### src/rtl/core_wb_bridge_if.sv
`default_nettype none
// ============================================================================
// Module   : core_wb_bridge_if
// Brief    : Classic Wishbone B4 signal bundle between bridge (master) and slave.
// Revision : 1.0
// ============================================================================
interface core_wb_bridge_if;
  logic [31:0] wb_adr_o;
  logic [31:0] wb_dat_o;
  logic [3:0]  wb_sel_o;
  logic        wb_we_o;
  logic        wb_cyc_o;
  logic        wb_stb_o;
  logic [31:0] wb_dat_i;
  logic        wb_ack_i;
  logic        wb_err_i;

  modport master (
    output wb_adr_o, wb_dat_o, wb_sel_o, wb_we_o, wb_cyc_o, wb_stb_o,
    input  wb_dat_i, wb_ack_i, wb_err_i
  );

  modport slave (
    input  wb_adr_o, wb_dat_o, wb_sel_o, wb_we_o, wb_cyc_o, wb_stb_o,
    output wb_dat_i, wb_ack_i, wb_err_i
  );
endinterface
`default_nettype wire

### src/rtl/core_wb_bridge.sv
`default_nettype none
// ============================================================================
// Module   : core_wb_bridge
// Brief    : RV32I MEM-stage request to single classic Wishbone cycle bridge.
//            Optional BUSY watchdog enabled by defining WB_TIMEOUT_EN.
// Revision : 1.0
// ============================================================================
module core_wb_bridge #(
  parameter int TIMEOUT_CYCLES = 255
) (
  input  logic                   clk,
  input  logic                   reset_n,
  input  logic [31:0]            mem_addr_mem,
  input  logic [31:0]            mem_wdata_mem,
  input  logic                   mem_write_mem,
  input  logic                   mem_read_mem,
  input  logic [2:0]             mem_op_mem,
  output logic [31:0]            mem_rdata_mem,
  output logic                   stall_pipl,
  output logic                   bus_err,
  core_wb_bridge_if.master       wb
);

  typedef enum logic [1:0] {
    IDLE = 2'd0,
    BUSY = 2'd1,
    DONE = 2'd2
  } state_t;

  if (TIMEOUT_CYCLES < 1 || TIMEOUT_CYCLES > 65535) begin : g_bad_timeout
    $error("core_wb_bridge: TIMEOUT_CYCLES must be in 1..65535");
  end

  state_t      state_q, state_d;
  logic [31:0] adr_q, adr_d;
  logic [31:0] dat_q, dat_d;
  logic [3:0]  sel_q, sel_d;
  logic        we_q, we_d;
  logic        cyc_q, cyc_d;
  logic [1:0]  lo_q, lo_d;
  logic [2:0]  op_q, op_d;
  logic [31:0] rdata_q, rdata_d;
  logic        err_q, err_d;

  logic        req;
  logic        misaligned;
  logic [3:0]  sel_req;
  logic [31:0] wdat_req;
  logic [31:0] ld_shift;
  logic [31:0] ld_ext;
  logic        tmo_hit;

  // funct3[1:0] picks the access size; reserved encodings fall into the word case.
  always_comb begin
    req = mem_read_mem | mem_write_mem;
    case (mem_op_mem[1:0])
      2'b00: begin
        sel_req    = 4'b0001 << mem_addr_mem[1:0];
        wdat_req   = {4{mem_wdata_mem[7:0]}};
        misaligned = 1'b0;
      end
      2'b01: begin
        sel_req    = 4'b0011 << mem_addr_mem[1:0];
        wdat_req   = {2{mem_wdata_mem[15:0]}};
        misaligned = mem_addr_mem[0];
      end
      default: begin
        sel_req    = 4'b1111;
        wdat_req   = mem_wdata_mem;
        misaligned = |mem_addr_mem[1:0];
      end
    endcase
  end

  always_comb begin
    ld_shift = wb.wb_dat_i >> {lo_q, 3'b000};
    case (op_q)
      3'b000:  ld_ext = {{24{ld_shift[7]}}, ld_shift[7:0]};
      3'b100:  ld_ext = {24'h0, ld_shift[7:0]};
      3'b001:  ld_ext = {{16{ld_shift[15]}}, ld_shift[15:0]};
      3'b101:  ld_ext = {16'h0, ld_shift[15:0]};
      default: ld_ext = wb.wb_dat_i;
    endcase
  end

`ifdef WB_TIMEOUT_EN
  localparam logic [15:0] TMO_LAST = 16'(TIMEOUT_CYCLES - 1);

  logic [15:0] tmo_q, tmo_d;

  // Held at zero outside BUSY so it starts cleared on every entry.
  always_comb begin
    tmo_d = '0;
    if (state_q == BUSY && !wb.wb_ack_i && !wb.wb_err_i) begin
      tmo_d = tmo_q + 16'd1;
    end
  end

  always_ff @(posedge clk or negedge reset_n) begin
    if (!reset_n) begin
      tmo_q <= '0;
    end else begin
      tmo_q <= tmo_d;
    end
  end

  assign tmo_hit = (tmo_q == TMO_LAST);
`else
  assign tmo_hit = 1'b0;
`endif

  always_comb begin
    state_d    = state_q;
    adr_d      = adr_q;
    dat_d      = dat_q;
    sel_d      = sel_q;
    we_d       = we_q;
    cyc_d      = cyc_q;
    lo_d       = lo_q;
    op_d       = op_q;
    rdata_d    = rdata_q;
    err_d      = 1'b0;
    stall_pipl = 1'b0;
    case (state_q)
      IDLE: begin
        if (req) begin
          stall_pipl = 1'b1;
          if (misaligned) begin
            state_d = DONE;
            rdata_d = '0;
            err_d   = 1'b1;
          end else begin
            state_d = BUSY;
            adr_d   = {mem_addr_mem[31:2], 2'b00};
            dat_d   = wdat_req;
            sel_d   = sel_req;
            we_d    = mem_write_mem;
            cyc_d   = 1'b1;
            lo_d    = mem_addr_mem[1:0];
            op_d    = mem_op_mem;
          end
        end
      end
      BUSY: begin
        stall_pipl = 1'b1;
        if (wb.wb_err_i || tmo_hit) begin
          state_d = DONE;
          cyc_d   = 1'b0;
          rdata_d = '0;
          err_d   = 1'b1;
        end else if (wb.wb_ack_i) begin
          state_d = DONE;
          cyc_d   = 1'b0;
          if (!we_q) begin
            rdata_d = ld_ext;
          end
        end
      end
      // The request still visible here was just served; the pipeline advances now.
      DONE:    state_d = IDLE;
      default: state_d = IDLE;
    endcase
  end

  always_ff @(posedge clk or negedge reset_n) begin
    if (!reset_n) begin
      state_q <= IDLE;
      adr_q   <= '0;
      dat_q   <= '0;
      sel_q   <= '0;
      we_q    <= 1'b0;
      cyc_q   <= 1'b0;
      lo_q    <= '0;
      op_q    <= '0;
      rdata_q <= '0;
      err_q   <= 1'b0;
    end else begin
      state_q <= state_d;
      adr_q   <= adr_d;
      dat_q   <= dat_d;
      sel_q   <= sel_d;
      we_q    <= we_d;
      cyc_q   <= cyc_d;
      lo_q    <= lo_d;
      op_q    <= op_d;
      rdata_q <= rdata_d;
      err_q   <= err_d;
    end
  end

  assign wb.wb_adr_o   = adr_q;
  assign wb.wb_dat_o   = dat_q;
  assign wb.wb_sel_o   = sel_q;
  assign wb.wb_we_o    = we_q;
  assign wb.wb_cyc_o   = cyc_q;
  assign wb.wb_stb_o   = cyc_q;
  assign mem_rdata_mem = rdata_q;
  assign bus_err       = err_q;

endmodule
`default_nettype wire

### src/flat_wrapper.sv
// flat-port wrapper written by rule: the top's interface ports become plain ports
module core_wb_bridge_flat 
#(
  parameter int TIMEOUT_CYCLES = 255
)
  (clk, reset_n, mem_addr_mem, mem_wdata_mem, mem_write_mem, mem_read_mem, mem_op_mem, mem_rdata_mem, stall_pipl, bus_err, wb_wb_adr_o, wb_wb_dat_o, wb_wb_sel_o, wb_wb_we_o, wb_wb_cyc_o, wb_wb_stb_o, wb_wb_dat_i, wb_wb_ack_i, wb_wb_err_i);
  core_wb_bridge_if wb_i ();
  input  logic clk;
  input  logic reset_n;
  input  logic [31:0] mem_addr_mem;
  input  logic [31:0] mem_wdata_mem;
  input  logic mem_write_mem;
  input  logic mem_read_mem;
  input  logic [2:0] mem_op_mem;
  output logic [31:0] mem_rdata_mem;
  output logic stall_pipl;
  output logic bus_err;
  output wire logic [$bits(wb_i.wb_adr_o)-1:0] wb_wb_adr_o;
  output wire logic [$bits(wb_i.wb_dat_o)-1:0] wb_wb_dat_o;
  output wire logic [$bits(wb_i.wb_sel_o)-1:0] wb_wb_sel_o;
  output wire logic [$bits(wb_i.wb_we_o)-1:0] wb_wb_we_o;
  output wire logic [$bits(wb_i.wb_cyc_o)-1:0] wb_wb_cyc_o;
  output wire logic [$bits(wb_i.wb_stb_o)-1:0] wb_wb_stb_o;
  input wire logic [$bits(wb_i.wb_dat_i)-1:0] wb_wb_dat_i;
  input wire logic [$bits(wb_i.wb_ack_i)-1:0] wb_wb_ack_i;
  input wire logic [$bits(wb_i.wb_err_i)-1:0] wb_wb_err_i;
  assign wb_wb_adr_o = wb_i.wb_adr_o;
  assign wb_wb_dat_o = wb_i.wb_dat_o;
  assign wb_wb_sel_o = wb_i.wb_sel_o;
  assign wb_wb_we_o = wb_i.wb_we_o;
  assign wb_wb_cyc_o = wb_i.wb_cyc_o;
  assign wb_wb_stb_o = wb_i.wb_stb_o;
  assign wb_i.wb_dat_i = wb_wb_dat_i;
  assign wb_i.wb_ack_i = wb_wb_ack_i;
  assign wb_i.wb_err_i = wb_wb_err_i;
  core_wb_bridge #(.TIMEOUT_CYCLES(TIMEOUT_CYCLES)) u_core (.clk(clk), .reset_n(reset_n), .mem_addr_mem(mem_addr_mem), .mem_wdata_mem(mem_wdata_mem), .mem_write_mem(mem_write_mem), .mem_read_mem(mem_read_mem), .mem_op_mem(mem_op_mem), .mem_rdata_mem(mem_rdata_mem), .stall_pipl(stall_pipl), .bus_err(bus_err), .wb(wb_i));
endmodule
### config.mk
export PLATFORM = sky130hd
export DESIGN_NAME = core_wb_bridge_flat
export DESIGN_NICKNAME = d
export VERILOG_FILES = /design/src/rtl/core_wb_bridge_if.sv /design/src/rtl/core_wb_bridge.sv /design/src/flat_wrapper.sv
export SDC_FILE = /design/constraint.sdc
export NUM_CORES = 1
export LEC_CHECK = 0
export BUFFER_PORTS_ARGS = -buffer_cell sky130_fd_sc_hd__buf_2
export CAP_MARGIN = 20
export CORE_ASPECT_RATIO = 0.7
export CORE_MARGIN = 5
export CORE_UTILIZATION = 40
export DETAILED_ROUTE_END_ITERATION = 10
export PLACE_DENSITY_LB_ADDON = 0.08
export SETUP_SLACK_MARGIN = 0.5
export SLEW_MARGIN = 20
export SYNTH_ARGS = -nofsm -noshare
export SYNTH_HDL_FRONTEND = slang
export SYNTH_SLANG_ARGS = --single-unit
### constraint.sdc
create_clock -name clk -period 4.7 [get_ports clk]
set_clock_uncertainty 0.1 [all_clocks]
set_input_delay 0.94 -clock clk [delete_from_list [all_inputs] [get_ports clk]]
set_output_delay 0.94 -clock clk [all_outputs]
set_load 0.02 [all_outputs]
==> results of run 1 <==
## power groups by stage
stage	combinational (mW)	clock [mW]	sequential (mW)
floorplan	0.797	0	1.85
global placement	1.69	0	1.56
detailed placement	1.72	0	1.56
CTS	1.72	0.782	1.55
global route	1.87	0.814	1.61
finish	1.71	0.760	1.55
## stage by stage
| stage | cells | power (mW) | hold slack [ns] | cell area, sq um |
|---|---|---|---|---|
| after detailed placement | 891 | 3.281 | 0.3604 | 6238 |
| after global placement | 891 | 3.246 | 0.3559 | 6238 |
| after CTS | 905 | 4.056 | 0.3807 | 6525 |
| final | 906 | 4.019 | 0.3710 | 6528 |
| after global routing | 906 | 4.294 | 0.3932 | 6528 |
| after floorplan | 556 | 2.651 | 0.3903 | 5126 |
## cell usage in the layout (no fill, tap or decap), types with 10 or more instances in the layout
cell / n
nor2b_1: 11
mux2i_1: 26
o2bb2ai_1: 15
a21oi_1: 22
buf_2: 206
nor2_1: 17
a221o_1: 10
o21ai_0: 51
dfrtp_1: 108
o211ai_1: 17
nand2_1: 171
## worst max-delay path by stage
stage,from,to,slack (ns),cells past startpoint
2_1_floorplan,mem_op_mem[0],u_core.wb.wb_dat_o[24],2.12,5
3_5_place_dp,mem_op_mem[1],u_core.wb.wb_dat_o[18],1.25,6
6_report,mem_op_mem[1],u_core.wb.wb_dat_o[18],1.60,6
5_1_grt,mem_op_mem[1],u_core.wb.wb_dat_o[18],1.49,6
4_1_cts,mem_op_mem[1],u_core.wb.wb_dat_o[18],1.61,6
3_3_place_gp,mem_op_mem[1],u_core.wb.wb_dat_o[22],1.33,6
## flip-flops by register name, indices dropped and copies added, names as in the netlist
name,count
u_core.mem_rdata_mem,32
u_core.wb.wb_dat_o,32
u_core.wb.wb_adr_o,30
u_core.wb.wb_sel_o,4
u_core.op_q,3
u_core.lo_q,2
u_core.state_q,2
u_core.bus_err,1
u_core.wb.wb_cyc_o,1
u_core.wb.wb_we_o,1
## layout make-up
type / instances / area (sq um)
clock buffer: 9 / 225.2
timing repair buffer: 215 / 1099
sequential: 108 / 2703
tap: 162 / 202.7
inverter: 6 / 22.52
multi-input combinational: 400 / 2212
fill: 1225 / 5937
clock inverter: 5 / 61.31
antenna: 1 / 2.502
## routing by layer
layer,vias to the layer above,GRT usage [%],share of wire [%]
li1,2264,-,-
met5,-,0,0
met1,2261,29.39,47
met4,0,4.860,0.73
met2,160,29.90,45
met3,11,6.188,7.2
## worst max-delay path: stages
cell     delay (ns)
buf_2          0.26
and2_1         0.29
or4_2          1.04
buf_4          0.41
nand2_1        0.14
o21ai_0        0.09
## cell usage after synthesis (all sizes together) (2+ instances only)
| cell type | number |
|---|---|
| o211ai | 17 |
| and2 | 3 |
| clkbuf | 31 |
| nor2b | 12 |
| o21ai | 53 |
| nor3 | 6 |
| inv | 6 |
| buf | 11 |
| nor2 | 17 |
| o21a | 2 |
| nor4 | 2 |
| or2 | 4 |
| dfrtp | 108 |
| a221o | 10 |
| xnor2 | 2 |
| a21oi | 22 |
| o22ai | 2 |
| a22o | 9 |
| o2bb2ai | 15 |
| nand2 | 171 |
| mux2i | 26 |
| nand2b | 9 |
## cell families (layout without fill, tap and decap cells)
| group | Yosys count | after routing |
|---|---|---|
| xor+xnor | 2 | 2 |
| compound gates | 139 | 139 |
| other cells | 1 | 3 |
| mux | 26 | 26 |
| buf+inv | 48 | 235 |
| simple gates | 231 | 231 |
| flops | 108 | 108 |
==> qor.csv, run 1 <==
metric,value,unit
synth_ff_type,dfrtp_1,
synthesis.area,5122,sq um
cts_buffers,9,
die_area,15210,sq um
reg2reg_slack,2.06,ns
synth_top_area_cell,dfrtp_1,
crit_arrival,3.22,ns
p_comb_share,42.4,%
synth_fa_ha_area_share,0,%
maxCapViolations,0,
yosysTopAreaCellShare,52.76,%
synth_compound_area_share,17.95,%
core_area,12460,sq um
htree_levels,3,
antenna_found_initial,1,
clock_sinks,108,
cts-root-buf,clkbuf_16,
yosys_warnings,0,
chipWidth,145.3,um
clk_pin_slew,0.07,ns
portBuffers,207,
setup_tns,0,ns
grt_pass1_vias,4759,
synth_area_leaders,"dfrtp_1, nand2_1, mux2i_1",
outcome,completed,
worstRegToRegCells,5,
synthArstFlopShare,100.0,%
insertion_delay,0.35,ns
r2r_end,u_core.wb.wb_dat_o[18],
tightest_slew,1.027,ns
worst_slack,1.602,ns
critPathCaptureType,register,
hold_path_startpoint,u_core.wb.wb_adr_o[22],
start_util,41.10,%
ant_nets,0,
layout_min_cycle_time,3.098,ns
required,4.82,ns
num-nets-final,845,
dieHeight,104.7,um
routedWlPerCell,17.55,um
power_leakage,3.434,nW
num_vias,4696,
peakVddDrop,0.3147,mV
grt_max_degree,51,
io_pins,210,
seqPwrFrac,38.6,%
post-route-util,52.37,%
hold_buffers,0,
place_congestion,0.8662,
grt_setup_unrepaired,no,
fmax,322.8,MHz
slew_viol_final,0,
hold_path.class,reg -> reg,
p_sw_share,43.47,%
grt_util_all_layers,20.27,%
area_delta_synth_final,27.43,%
finalHoldViolCount,0,
drtPass1Iterations,5,
post_cts.repair.setup_buffers,0,
synth_top_family_by_area,simple AND/OR/NAND/NOR gates,
finalSetupViolations,0,
clk_path_buf_depth,2,
hold-path-endpoint,u_core.wb.wb_adr_o[22],
min_path_cells,2,
dr.first_iter.drc_count,200,
pre_cts_ws,1.253,ns
synth_edf_count,0,
gr-total-overflow,0,
row_count,34,
dpl.hpwl,11680,um
synthXorXnorAreaFrac,0.3420,%
yosysUniqueCellTypes,47,
cts_tree,built,
viasPerCell,5.183,
routed_wl,15900,um
relSlewSlack,31.29,%
grt_pass1_wl,25230,um
drc,0,
ys_seq_area_share,52.76,%
drive_gt1_share,32.03,%
syn_inst,555,
finalCritPeriodShare,65.92,%
worstSetupStartpointType,primary input,
cts-resized-gates,0,
switchingPower,1.747,mW
powerDensity,615.8,nW/um^2
synth.mux.area_fraction,5.081,%
clock_power_share,18.9,%
synth_simple_gate_area_share,19.52,%
reg2reg_from,u_core.state_q[0],
p_int,2.272,mW
critPathKind,in -> reg,
synth-seq-cells,108,
worstPathMaxFanout,46,
avgSynthCellArea,9.230,sq um
Power figures use the tool's default switching activity.
==> run 2: changes to the inputs <==
==> constraint.sdc (replaced) <==
create_clock -name clk -period 2.6 [get_ports clk]
set_clock_uncertainty 0.1 [all_clocks]
set_input_delay 0.52 -clock clk [delete_from_list [all_inputs] [get_ports clk]]
set_output_delay 0.52 -clock clk [all_outputs]
set_load 0.02 [all_outputs]
==> run 2 against run 1 <==
Net effect:
- global-route usage grew 0.48 points
- sequential power grew 77%
- sequential share of layout area shrank 1.5 points
- highest routed layer unchanged
- total power grew 88%
- die area is the same
- wire length grew 2.8%
- clock power grew 97%
- flip-flop and latch count is the same
- critical endpoint is now u_core.mem_rdata_mem[12]
- core utilization grew 2.0 points
- worst hold slack lost 0.11 ns
==> qor.csv, run 2 (synthesis gave the netlist of run 1 again) <==
metric,value,unit,change
drc,0,,unchanged
grt_pass1_vias,4784,,was 4759
powerDensity,1116,nW/um^2,was 615.8 nW/um^2
diodes,0,,was 1
viasPerCell,5.184,,was 5.183
relSlewSlack,58.36,%,was 31.29%
crit_arrival,2.23,ns,was 3.22 ns
io_pins,210,,unchanged
worst_slack,0.5456,ns,was 1.602 ns
tightest_slew,0.6233,ns,was 1.027 ns
outcome,completed,,unchanged
dpl.hpwl,11710,um,was 11680 um
core_area,12460,sq um,unchanged
maxCapViolations,0,,unchanged
final_common_cell,buf_2,,unchanged
peakVddDrop,0.6302,mV,was 0.3147 mV
dr.first_iter.drc_count,299,,was 200
clock_sinks,108,,unchanged
antenna_found_initial,0,,was 1
stdcell_area,6775,sq um,was 6528 sq um
post-route-util,54.36,%,was 52.37%
pre_cts_ws,0.2297,ns,was 1.253 ns
row_count,34,,unchanged
crit_buf_inv,1,,was 2
grt_max_degree,68,,was 51
layout_min_cycle_time,2.054,ns,
grt_pass1_wl,26040,um,was 25230 um
ant_nets,0,,unchanged
placed_area,6326,sq um,was 6238 sq um
chipWidth,145.3,um,unchanged
grt_util_all_layers,20.75,%,was 20.27%
routedWlPerCell,17.69,um,was 17.55 um
finalSetupViolations,0,,unchanged
place_congestion,0.8581,,was 0.8662
critPathCaptureType,register,,unchanged
die_area,15210,sq um,unchanged
num-nets-final,863,,was 845
cts_buffers,9,,unchanged
crit_family,simple AND/OR/NAND/NOR gates,,unchanged
max_stage_delay,0.51,ns,was 1.04 ns
finalHoldViolCount,0,,unchanged
drtPass1Iterations,5,,unchanged
worstPathMaxFanout,7,,was 46
worstSetupStartpointType,register,,was primary input
gr-total-overflow,0,,unchanged
fillers,1188,,was 1225
cts_tree,built,,unchanged
cts-root-buf,clkbuf_16,,unchanged
start_util,41.10,%,unchanged
routed_wl,16340,um,was 15900 um
clk_path_buf_depth,2,,unchanged
fmax,486.8,MHz,
grt_setup_unrepaired,no,,unchanged
required,2.78,ns,was 4.82 ns
num_vias,4790,,was 4696
area_delta_synth_final,32.27,%,was 27.43%
power_leakage,3.556,nW,was 3.434 nW
critPathKind,reg -> reg,,was in -> reg
portBuffers,207,,unchanged
insertion_delay,0.34,ns,was 0.35 ns
final_cell_mix,"buf_2, nand2_1, dfrtp_1",,unchanged
slew_viol_final,0,,unchanged
htree_levels,3,,unchanged
whs,0.2618,ns,was 0.3710 ns
clk_pin_slew,0.07,ns,about the same
drive_gt1_share,34.38,%,was 32.03%
slowest_stage,or4b_4,,was or4_2
dieHeight,104.7,um,unchanged
hold_path.class,in -> reg,,was reg -> reg
cp_cell_sequence,or3b_4 > or4b_4 > buf_12 > nor2b_4 > a221o_1,,was buf_2 > and2_1 > or4_2 > buf_4 > nand2_1 > o21ai_0
finalCritPeriodShare,79.02,%,
setup_tns,0,ns,unchanged
run 2: layout make-up:
type                            count  area, sq um  share of cell area, %
Timing Repair Buffer              232         1282                  18.93
Sequential cell                   108         2706                  39.94
Multi-Input combinational cell    401         2241                  33.07
Inverter                            6        22.52                 0.3324
Clock inverter                      6        95.09                  1.404
Tap cell                          162        202.7                  2.992
Clock buffer                        9        225.2                  3.324
run 2: final timing paths:
| path | startpoint | end | slack [ns] | cells past startpoint |
|---|---|---|---|---|
| max | u_core.state_q[0] | u_core.mem_rdata_mem[12] | 0.55 | 5 |
| max reg2reg | u_core.state_q[0] | u_core.mem_rdata_mem[12] | 0.55 | 5 |
| max in group asynchronous | reset_n | u_core.wb.wb_adr_o[15] | 1.31 | 3 |
| min | mem_addr_mem[11] | u_core.wb.wb_adr_o[11] | 0.26 | 3 |
| min in group asynchronous | reset_n | u_core.wb.wb_adr_o[26] | 0.46 | 2 |
| min reg2reg | u_core.wb.wb_dat_o[4] | u_core.wb.wb_dat_o[4] | 0.37 | 2 |
run 2: stage by stage:
stage | instances | total power [mW]
5_1_grt | 924 | 8.058
6_report | 924 | 7.558
3_3_place_gp | 899 | 5.936
4_1_cts | 921 | 7.582
3_5_place_dp | 899 | 5.993
2_1_floorplan | 556 | 4.807
run 2: power breakdown:
group	switching, mW	leakage [nW]	internal, mW
Sequential	0.459	1.38	2.30
Clock	0.647	0.157	0.852
Combinational	2.13	2.02	1.18
Total	3.23	3.56	4.33
run 2: metal layers:
metal	vias to the layer above	track usage (%)	wire [um]
met5	-	0	0
met4	0	3.862	134
met3	13	6.231	1375
met2	185	30.10	7225
met1	2276	31.02	7605
li1	2316	-	-
run 2: repair_timing:
item / CTS / global route
pin swaps: 1 / 2
hold buffers: 1 / 0
gates resized for setup: 3 / 9
cloned: 1 / 0
setup endpoints to repair: 45 / 85
hold endpoints to repair: 10 / 0
buffers inserted: 5 / 3
run 2: worst register-to-register path: stages (launching register included):
cell and delay (ns):
dfrtp_2 0.42, or3b_4 0.42, or4b_4 0.51, buf_12 0.15, nor2b_4 0.22, a221o_1 0.16
==> run 3: changes to the inputs <==
==> constraint.sdc (replaced) <==
create_clock -name clk -period 1.9 [get_ports clk]
set_clock_uncertainty 0.1 [all_clocks]
set_input_delay 0.38 -clock clk [delete_from_list [all_inputs] [get_ports clk]]
set_output_delay 0.38 -clock clk [all_outputs]
set_load 0.02 [all_outputs]
==> run 3 against run 2 <==
Net effect:
- the flow now finishes with violations (setup timing)
- flip-flop and latch count did not move
- setup slack got worse by 0.69 ns
- via count rose by 14%
- total power rose by 82%
- critical endpoint is now u_core.mem_rdata_mem[9]
- largest power group unchanged
- highest routed layer unchanged
==> qor.csv, run 3 (synthesis gave the netlist of run 1 again) <==
metric,value,unit,change
cp_cell_sequence,buf_6 > and3b_1 > a2111o_1 > or2_1 > buf_12 > a221o_1,,was or3b_4 > or4b_4 > buf_12 > nor2b_4 > a221o_1
outcome,"complete, but fails checks",,was completed
crit_arrival,2.17,ns,was 2.23 ns
critPathCaptureType,register,,unchanged
clk_pin_slew,0.08,ns,was 0.07 ns
core_area,12460,sq um,unchanged
peakVddDrop,1.119,mV,was 0.6302 mV
slew_viol_final,0,,unchanged
worstSetupStartpointType,register,,unchanged
grt_pass1_wl,28270,um,was 26040 um
insertion_delay,0.34,ns,about the same
fmax,489.7,MHz,was 486.8 MHz
tightest_slew,0.5671,ns,was 0.6233 ns
pre_cts_ws,-0.3550,ns,was 0.2297 ns
grt_setup_unrepaired,yes,,was no
routed_wl,19850,um,was 16340 um
ant_nets,0,,unchanged
start_util,41.10,%,unchanged
hold_path.class,in -> reg,,unchanged
chipWidth,145.3,um,unchanged
antenna_found_initial,0,,unchanged
placed_area,6595,sq um,was 6326 sq um
num_vias,5480,,was 4790
slowest_stage,dfrtp_1,,was or4b_4
area_delta_synth_final,76.23,%,was 32.27%
cts_buffers,9,,unchanged
clock_sinks,108,,unchanged
cts-root-buf,clkbuf_16,,unchanged
grt_pass1_vias,5201,,was 4784
portBuffers,207,,unchanged
required,2.03,ns,was 2.78 ns
drc,0,,unchanged
final_cell_count_no_fill,1044,,was 924
row_count,34,,unchanged
maxCapViolations,0,,unchanged
crit_family,compound AO/OA/AOI/OAI gates,,was simple AND/OR/NAND/NOR gates
failed_checks,setup timing,,
viasPerCell,5.249,,was 5.184
drive_gt1_share,56.35,%,was 34.38%
htree_levels,3,,unchanged
stdcell_area,9027,sq um,was 6775 sq um
layout_min_cycle_time,2.042,ns,was 2.054 ns
finalPower,13.74,mW,was 7.558 mW
diodes,0,,unchanged
worstPathMaxFanout,11,,was 7
place_congestion,0.8599,,was 0.8581
critPathKind,reg -> reg,,unchanged
finalHoldViolCount,0,,unchanged
finalCritPeriodShare,107.5,%,was 79.02%
dpl.hpwl,12120,um,was 11710 um
io_pins,210,,unchanged
relSlewSlack,62.12,%,was 58.36%
cts_tree,built,,unchanged
routedWlPerCell,19.02,um,was 17.69 um
num-nets-final,982,,was 863
finalSetupViolations,57,,was 0
dp_cells,927,,was 899
worst_slack,-0.1422,ns,was 0.5456 ns
clk_path_buf_depth,2,,unchanged
powerDensity,1523,nW/um^2,was 1116 nW/um^2
max_stage_delay,0.43,ns,was 0.51 ns
whs,0.1222,ns,was 0.2618 ns
final_cell_mix,"buf_2, dfrtp_1, buf_4",,"was buf_2, nand2_1, dfrtp_1"
gr-total-overflow,0,,unchanged
crit_buf_inv,2,,was 1
drtPass1Iterations,5,,unchanged
dr.first_iter.drc_count,315,,was 299
grt_util_all_layers,22.83,%,was 20.75%
die_area,15210,sq um,unchanged
grt_max_degree,36,,was 68
power_leakage,4.549,nW,was 3.556 nW
final_common_cell,buf_2,,unchanged
dieHeight,104.7,um,unchanged
run 3: tightest hold or removal path, cell delays in order:
cell and delay, ns:
buf_2 0.07, nand2_1 0.04, nand2_1 0.05
run 3: report_power, final:
part | switching (mW) | internal, mW
Combinational | 3.93 | 4.12
Sequential | 0.747 | 3.14
Clock | 0.904 | 0.905
Total | 5.58 | 8.17
run 3: per-layer routing:
metal | GRT usage [%] | part of all wire (%)
met1 | 31.62 | 43
met2 | 35.20 | 48
met5 | 0 | 0
met3 | 7.746 | 8.3
met4 | 4.727 | 1.1
run 3: stage by stage:
step	TNS (ns)	utilization, %
2_1_floorplan	-0.5358	-
3_3_place_gp	-20.72	52.91
3_5_place_dp	-23.19	52.91
4_1_cts	-3.613	62.07
5_1_grt	-6.613	72.43
6_report	-2.999	72.43
run 3: what timing repair did:
action                     in CTS  in global routing
gates resized for setup       156                221
pin swaps                      66                 85
setup endpoints to repair     120                191
hold buffers                    1                  0
setup buffers                  14                 66
gates cloned                   15                  5
hold endpoints to repair       24                  0
run 3: worst paths after layout:
check / startpoint / endpoint / slack, ns / cells past startpoint
max in group asynchronous: reset_n / u_core.wb.wb_we_o / 0.69 / 3
max: u_core.state_q[0] / u_core.mem_rdata_mem[9] / -0.14 / 6
min reg2reg: u_core.wb.wb_dat_o[29] / u_core.wb.wb_dat_o[29] / 0.38 / 2
min: mem_addr_mem[9] / u_core.wb.wb_adr_o[9] / 0.12 / 3
max reg2reg: u_core.state_q[0] / u_core.mem_rdata_mem[9] / -0.14 / 6
min in group asynchronous: reset_n / u_core.wb.wb_adr_o[30] / 0.43 / 2
run 3: area by class of cell:
cell class	instances	area, sq um
Clock inverter	6	45.04
Clock buffer	10	229.0
Multi-Input combinational cell	403	2789
Tap cell	162	202.7
Fill cell	874	3437
Timing Repair Buffer	349	3035
Inverter	6	22.52
Sequential cell	108	2704
